File: config.mk
export PLATFORM = sky130hd
export DESIGN_NAME = board_cursor_ctrl
export DESIGN_NICKNAME = d
export VERILOG_FILES = /design/src/rtl/board_cursor_ctrl.sv
export SDC_FILE = /design/constraint.sdc
export NUM_CORES = 1
export LEC_CHECK = 0
export CORE_ASPECT_RATIO = 1.75
export CORE_MARGIN = 2
export CORE_UTILIZATION = 66
export DETAILED_ROUTE_END_ITERATION = 6
export DONT_BUFFER_PORTS = 1
export PLACE_DENSITY = 0.82
export SETUP_SLACK_MARGIN = 0.15
export SYNTH_ARGS = -nofsm -noshare
export SYNTH_HDL_FRONTEND = slang
export SYNTH_SLANG_ARGS = --single-unit
export TNS_END_PERCENT = 20
File: constraint.sdc
create_clock -name clk -period 2.6 [get_ports clk]
set_input_delay 0.26 -clock clk [delete_from_list [all_inputs] [get_ports clk]]
set_output_delay 0.26 -clock clk [all_outputs]
set_load 0.05 [all_outputs]
File: src/rtl/board_cursor_ctrl.sv
// board_cursor_ctrl
// Turns debounced button pulses into a cursor position on an 8x8 board,
// latches a source square and then a destination square, and offers the
// resulting move to the game-logic stage over a valid/ready handshake.
// Every output is a register, so each input pulse shows one cycle later.

module board_cursor_ctrl #(
  parameter int WRAP   = 1,
  parameter int INIT_X = 4,
  parameter int INIT_Y = 0
) (
  input  logic       clk,
  input  logic       rst,
  input  logic       btn_up,
  input  logic       btn_down,
  input  logic       btn_left,
  input  logic       btn_right,
  input  logic       btn_center,
  input  logic       flip,
  input  logic       enable,
  output logic [2:0] cursor_x,
  output logic [2:0] cursor_y,
  output logic       sel_valid,
  output logic [5:0] sel_sq,
  output logic       move_valid,
  output logic [5:0] move_from,
  output logic [5:0] move_to,
  input  logic       move_ready
);

  localparam logic [2:0] INIT_X_C = 3'(INIT_X);
  localparam logic [2:0] INIT_Y_C = 3'(INIT_Y);

  typedef enum logic [1:0] {
    ST_IDLE = 2'd0,
    ST_SRC  = 2'd1,
    ST_PEND = 2'd2
  } state_t;

  state_t     state_q, state_d;
  logic [2:0] cursor_x_q, cursor_x_d;
  logic [2:0] cursor_y_q, cursor_y_d;
  logic       sel_valid_q, sel_valid_d;
  logic [5:0] sel_sq_q, sel_sq_d;
  logic       move_valid_q, move_valid_d;
  logic [5:0] move_from_q, move_from_d;
  logic [5:0] move_to_q, move_to_d;

  // Direction pulses after board orientation and centre suppression
  logic       up_s, down_s, left_s, right_s;
  logic [5:0] cursor_sq_s;

  // Step one coordinate towards 7; at the edge wrap or saturate
  function automatic logic [2:0] step_inc(input logic [2:0] v);
    logic [2:0] r;
    if (v == 3'd7) begin
      r = (WRAP != 0) ? 3'd0 : 3'd7;
    end else begin
      r = v + 3'd1;
    end
    return r;
  endfunction

  // Step one coordinate towards 0; at the edge wrap or saturate
  function automatic logic [2:0] step_dec(input logic [2:0] v);
    logic [2:0] r;
    if (v == 3'd0) begin
      r = (WRAP != 0) ? 3'd7 : 3'd0;
    end else begin
      r = v - 3'd1;
    end
    return r;
  endfunction

  // Resolve orientation: seen from black every direction is mirrored; a centre press masks all moves
  always_comb begin
    up_s    = 1'b0;
    down_s  = 1'b0;
    left_s  = 1'b0;
    right_s = 1'b0;
    if (btn_center) begin
      up_s    = 1'b0;
      down_s  = 1'b0;
      left_s  = 1'b0;
      right_s = 1'b0;
    end else if (flip) begin
      up_s    = btn_down;
      down_s  = btn_up;
      left_s  = btn_right;
      right_s = btn_left;
    end else begin
      up_s    = btn_up;
      down_s  = btn_down;
      left_s  = btn_left;
      right_s = btn_right;
    end
  end

  // Cursor next position: axes independent, opposite pulses cancel on their axis
  always_comb begin
    cursor_x_d = cursor_x_q;
    cursor_y_d = cursor_y_q;
    if (right_s && !left_s) begin
      cursor_x_d = step_inc(cursor_x_q);
    end else if (left_s && !right_s) begin
      cursor_x_d = step_dec(cursor_x_q);
    end else begin
      cursor_x_d = cursor_x_q;
    end
    if (up_s && !down_s) begin
      cursor_y_d = step_inc(cursor_y_q);
    end else if (down_s && !up_s) begin
      cursor_y_d = step_dec(cursor_y_q);
    end else begin
      cursor_y_d = cursor_y_q;
    end
  end

  assign cursor_sq_s = {cursor_y_q, cursor_x_q};

  // Selection FSM: pick source, pick destination, hold the move until accepted
  always_comb begin
    state_d      = state_q;
    sel_valid_d  = sel_valid_q;
    sel_sq_d     = sel_sq_q;
    move_valid_d = move_valid_q;
    move_from_d  = move_from_q;
    move_to_d    = move_to_q;
    case (state_q)
      ST_IDLE: begin
        if (btn_center && enable) begin
          state_d     = ST_SRC;
          sel_valid_d = 1'b1;
          sel_sq_d    = cursor_sq_s;
        end else begin
          state_d = ST_IDLE;
        end
      end
      ST_SRC: begin
        // Losing the turn abandons the selection even if centre is pressed now
        if (!enable) begin
          state_d     = ST_IDLE;
          sel_valid_d = 1'b0;
        end else if (btn_center) begin
          if (cursor_sq_s == sel_sq_q) begin
            state_d     = ST_IDLE;
            sel_valid_d = 1'b0;
          end else begin
            state_d      = ST_PEND;
            move_valid_d = 1'b1;
            move_from_d  = sel_sq_q;
            move_to_d    = cursor_sq_s;
          end
        end else begin
          state_d = ST_SRC;
        end
      end
      ST_PEND: begin
        if (move_valid_q && move_ready) begin
          state_d      = ST_IDLE;
          move_valid_d = 1'b0;
          sel_valid_d  = 1'b0;
        end else begin
          state_d = ST_PEND;
        end
      end
      default: begin
        state_d      = ST_IDLE;
        sel_valid_d  = 1'b0;
        move_valid_d = 1'b0;
      end
    endcase
  end

  // State and output registers with synchronous reset
  always_ff @(posedge clk) begin
    if (rst) begin
      state_q      <= ST_IDLE;
      cursor_x_q   <= INIT_X_C;
      cursor_y_q   <= INIT_Y_C;
      sel_valid_q  <= 1'b0;
      sel_sq_q     <= 6'd0;
      move_valid_q <= 1'b0;
      move_from_q  <= 6'd0;
      move_to_q    <= 6'd0;
    end else begin
      state_q      <= state_d;
      cursor_x_q   <= cursor_x_d;
      cursor_y_q   <= cursor_y_d;
      sel_valid_q  <= sel_valid_d;
      sel_sq_q     <= sel_sq_d;
      move_valid_q <= move_valid_d;
      move_from_q  <= move_from_d;
      move_to_q    <= move_to_d;
    end
  end

  assign cursor_x   = cursor_x_q;
  assign cursor_y   = cursor_y_q;
  assign sel_valid  = sel_valid_q;
  assign sel_sq     = sel_sq_q;
  assign move_valid = move_valid_q;
  assign move_from  = move_from_q;
  assign move_to    = move_to_q;

endmodule
## Yosys cells after proc, flatten, opt, wreduce, memory -nomap -nowiden

Cells that the tools add are included.

| word-level totals | value |
|---|---|
| bits in registers | 28 |
| bits of input ports | 10 |
| output and inout bits | 26 |
| logic and storage cells | 77 |

| cells by class | value |
|---|---|
| $add $sub $neg | 4 |
| equal/unequal tests | 12 |
| mux-type cells | 32 |
| bitwise gates (word level) | 2 |
| reduce and logical (&&, ||, !) cells | 19 |

Operators by type and width:

| cell | number |
|---|---|
| $mux W3 | 8 |
| $mux W1 | 17 |
| $ne A2 B2 Y1 const B | 5 |
| $mux W2 | 4 |
| $reduce_and A4 Y1 | 2 |
| $add A3 B1 Y3 const B | 2 |
| $eq A3 B3 Y1 const B | 2 |
| $eq A6 B6 Y1 | 1 |
| $logic_and A1 B1 Y1 | 6 |
| $logic_not A3 Y1 | 2 |
| $ne A3 B3 Y1 const B | 2 |
| $pmux W1 S3 | 2 |
| $pmux W2 S3 | 1 |
| $sub A3 B1 Y3 const B | 2 |
| $reduce_and A5 Y1 | 1 |
| $logic_not A1 Y1 | 4 |
| $reduce_bool A2 Y1 | 2 |
| $eq A2 B1 Y1 const B | 1 |
| $eq A2 B2 Y1 const B | 1 |
| $logic_not A2 Y1 | 1 |
| $not A1 Y1 | 2 |
| $reduce_and A2 Y1 | 1 |

## Longest topological paths before layout

| depth | value |
|---|---|
| word-level depth | 6 |
| depth in mapped cells | 8 |
| gate-level depth less buffers | 7 |

## Worst setup path before layout

No wires, ideal clock.

| timing path | value |
|---|---|
| path type | register to register |
| from | register cursor_x_q[2], in the netlist cursor_x[2] |
| to | register move_to_q[1], in the netlist move_to[1] |
| setup time | 0.120 ns |
| arrival | 1.936 ns |
| data required time | 2.480 ns |
| path slack | 0.543 ns |
| stages on the path, launching flop included | 6 |
| buffers on the path | 1 |
| clock period less this slack | 2.057 ns |
| path through | dfxtp_1 > xor2_1 > or4_4 > o211a_4 > buf_6 > mux2i_1 |

| between the ends | value |
|---|---|
| cells in the longest elaborated chain, start to end | 3 |

Ends and longest elaborated chain:

| element | RTL line | RTL |
|---|---|---|
| start: declaration | 41 | `logic [2:0] cursor_x_q, cursor_x_d;` |
| start signal: assignment | 188 | `cursor_x_q <= cursor_x_d;` |
| $eq A6 B6 Y1 | 145 | `if (cursor_sq_s == sel_sq_q) begin` |
| $not A1 Y1 (no source line) | n/a |  |
| $reduce_and A4 Y1 (no source line) | n/a |  |
| end signal: assignment | 194 | `move_to_q <= move_to_d;` |
| end: declaration | 47 | `logic [5:0] move_to_q, move_to_d;` |

No other way between the ends.
A chain may end at the register's enable or synchronous reset.

## Final worst setup path

| timing path | value |
|---|---|
| from | register sel_sq_q[1], in the netlist sel_sq[1] |
| to | register move_to_q[0], in the netlist move_to[0] |

| between the ends | value |
|---|---|
| cells in the longest elaborated chain, start to end | 3 |

Ends and longest elaborated chain:

| element | RTL line | RTL |
|---|---|---|
| start: declaration | 44 | `logic [5:0] sel_sq_q, sel_sq_d;` |
| start signal: assignment | 191 | `sel_sq_q <= sel_sq_d;` |
| $eq A6 B6 Y1 | 145 |  |
| $not A1 Y1 (no source line) | n/a |  |
| $reduce_and A4 Y1 (no source line) | n/a |  |

No other way between the ends.

==> run summary <==
Number of I/O port buffers: 0
Drt pass-1 iters: 4
Vias per Instance: 5.907
CP endpoint kind: flop
Initial antenna violation count: 0
Pin count of the biggest net entering global routing: 41
Final Cycle Share: 70.48%
GRT Resource Usage Total: 24.92%
Area delta synth->final: 10.86%
Cells after synthesis: 159
Hold WC Path Type: in -> reg
Hold Path Sink: cursor_y[0]$_SDFFE_PP0P_
Synth Area per Inst: 9.569 µm²
Number of setup violations in the final report: 0
Placement Cell Area: 1615 µm²
Post-CTS Resized: 0
Max-cap violation count: 0
Slowest cell delay on critical path: 550 ps
Gp weighted congestion: 0.8326
Die area: 2721 µm²
Register area: 560.5 µm²
Hpwl dp: 2.282 mm
CP Launch Type: flop
Critical path class: reg -> reg
Post-synthesis sequential area ratio: 36.84%
Via Count: 1146
Reg-to-reg startpoint: sel_sq[1]$_SDFFE_PP0P_
ANT cells: 0
Slew Viols, Final: 0
Sequential power share: 43.4%
Net Sw Frac: 31.00%
Fin cells: 194
Hold depth: 1
Cts bufs inserted: 3
Fin nets: 190
Gate power share: 26.2%
Congestion Overflow GR: 0
Placed cells: 190
Die W: 40.30 µm
Worst-Margin Slew: 573.6 ps
First-pass GRT wire length: 4.650 mm
Leakage: 0.6946 nW
Worst flop-to-flop path endpoint: move_to[0]$_SDFFE_PP0P_
Clock share of power: 30.5%
Multi-input gate area: 892.1 µm²
Buf/Inv on CP: 1
Rel. slew slack: 61.71%
Top delay family on crit path: simple AND/OR/NAND/NOR gates
Synth Cell Area: 1521 µm²
Cell area after layout: 1687 µm²
Die Span Y: 67.52 µm
Hold_sp: rst
Syn_nets: 179
Crit path max fanout: 12
Tot Pwr: 1.112 mW
Internal cell power: 0.7673 mW
Seq cells post-synth: 28
FF-to-FF path depth: 5
Place WS: 786.9 ps
Remaining DRCs: 0
Rows: 23
Synthesis warning total: 0
Fmax: 545.7 MHz
TNS Setup: 0 ps
CTS Hold Buffers Added: 0
Clk_lat worst skew: 270 ps
Synth cell types: 34
# H-tree levels: 1
Routed Wire Length: 3.039 mm
Layout cells sized above 1: 14.79%
Fillers: 169
Ports: 36
Arrival time worst endpoint: 1990 ps
Core Footprint: 2245 µm²
Setup bufs post-CTS: 0
CTS tree: yes
Max VDD drop: 0.0003857 V
RSZ-0062 raised after global routing: no
Worst Path Required: 2760 ps
Post-route ant nets: 0
Sw Pwr: 0.3447 mW
Clock Tree Buf Depth: 2
1st-iter DRT viols: 27
Routed length per placed instance: 15.66 µm
Setup slack, reg-to-reg: 770 ps
Clk sinks: 28
Clock transition at path regs: 100 ps
Final hold viol count: 0
Setup slack after layout: 767.5 ps
Synth top area share: 36.84%
Min Tclk post-route: 1833 ps
Power Density: 659.3 nW/µm²
Vias in the first global route: 1103
Crit-path cells: buf_4 -> xor2_1 -> or4_4 -> o211a_4 -> mux2i_1
Initial cell density of the core: 67.78%
Root Buffer: clkbuf_8
Setup Skew: 6.537 ps
Cell taking the most area after synthesis: dfxtp_1
Slowest cell on crit path: or4_4
Outcome: completed
Top cells by area, synth: dfxtp_1 37%, mux2i_1 14%, nand2b_1 9.9%
## layout make-up
cell class              instances  area share [%]
clock buffers                   3           2.448
clock inverters                 1           1.780
inverters                       9           2.003
multi-input cells             115           52.89
flip-flops and latches         28           33.23
well taps                      25           1.855
repair buffers                 13           5.786
## cells in the final DEF, fill, tap and decap left out, types with 5 or more instances in the layout
cell type and instances:
dfxtp_1 28, nand2b_1 24, mux2i_1 21, buf_4 13, nor2_1 12, ha_1 10, inv_1 9, xor2_1 7
a21oi_1 6, nand2_1 5, a211oi_1 5
## synthesized netlist by cell type
| cell type | instances |
|---|---|
| o211ai_1 | 1 |
| a211oi_1 | 5 |
| or4_4 | 1 |
| xnor2_1 | 1 |
| o211a_1 | 1 |
| or2_2 | 1 |
| nor2b_1 | 1 |
| dfxtp_1 | 28 |
| or2b_1 | 1 |
| a221oi_1 | 1 |
| and3b_1 | 1 |
| xor2_1 | 7 |
| nand2b_1 | 24 |
| buf_2 | 1 |
| o31ai_1 | 1 |
| nor3_1 | 1 |
| o21ai_0 | 4 |
| a31oi_1 | 1 |
| clkbuf_1 | 5 |
| mux2i_1 | 21 |
| nor4b_2 | 1 |
| mux2_2 | 2 |
| o41ai_1 | 1 |
| nand2_1 | 5 |
| a31o_2 | 1 |
| ha_1 | 10 |
| a21bo_2 | 1 |
| a311oi_1 | 1 |
| inv_1 | 9 |
| nor4b_1 | 1 |
| buf_6 | 1 |
| a21oi_1 | 6 |
| o211a_4 | 1 |
| nor2_1 | 12 |
## state kept, by name (all words and copies together), names as in the netlist
| signal | count |
|---|---|
| cursor_y | 3 |
| move_from | 6 |
| sel_valid | 1 |
| move_valid | 1 |
| cursor_x | 3 |
| sel_sq | 6 |
| state_q | 2 |
| move_to | 6 |
## through the flow
| step | hold slack, ps | utilization [%] |
|---|---|---|
| 3_3_place_gp | 334.4 | 71.96 |
| 2_1_floorplan | 428.6 | - |
| 5_1_grt | 34.05 | 75.14 |
| 3_5_place_dp | 337.6 | 71.96 |
| 6_report | 41.14 | 75.14 |
| 4_1_cts | 40.05 | 75.14 |
## worst max path at each step
| stage | start | endpoint | slack (ps) | depth (start not counted) |
|---|---|---|---|---|
| 3_3_place_gp | sel_sq[2]$_SDFFE_PP0P_ | move_from[5]$_SDFFE_PP0P_ | 830 | 5 |
| 6_report | sel_sq[1]$_SDFFE_PP0P_ | move_to[0]$_SDFFE_PP0P_ | 770 | 5 |
| 2_1_floorplan | cursor_x[2]$_SDFFE_PP1P_ | move_to[1]$_SDFFE_PP0P_ | 540 | 5 |
| 4_1_cts | sel_sq[1]$_SDFFE_PP0P_ | move_to[0]$_SDFFE_PP0P_ | 760 | 5 |
| 3_5_place_dp | sel_sq[2]$_SDFFE_PP0P_ | move_to[5]$_SDFFE_PP0P_ | 790 | 5 |
| 5_1_grt | sel_sq[1]$_SDFFE_PP0P_ | move_from[0]$_SDFFE_PP0P_ | 700 | 5 |
## power groups by stage
| stage | registers, mW | logic, mW | clock network, mW |
|---|---|---|---|
| finish | 0.482 | 0.291 | 0.339 |
| global route | 0.485 | 0.318 | 0.356 |
| CTS | 0.482 | 0.294 | 0.342 |
| detailed placement | 0.492 | 0.292 | 0 |
| global placement | 0.491 | 0.275 | 0 |
| floorplan | 0.567 | 0.151 | 0 |
## logic make-up after synthesis
| group | count (synthesis) | synth area share (%) |
|---|---|---|
| mux | 23 | 15.30 |
| compound gates | 25 | 11.93 |
| flops | 28 | 36.84 |
| buf+inv | 16 | 4.523 |
| xor+xnor | 8 | 4.605 |
| fa+ha+maj | 10 | 8.224 |
| simple gates | 49 | 18.59 |
## metal layers
metal  GRT usage [%]  up-vias  share of wire (%)
met5               0        -                  0
met2           46.57       33                 56
met3           1.645        4                4.5
met4           12.08        0                2.0
li1                -      567                  -
met1           25.78      542                 37
Power figures use the tool's default switching activity.
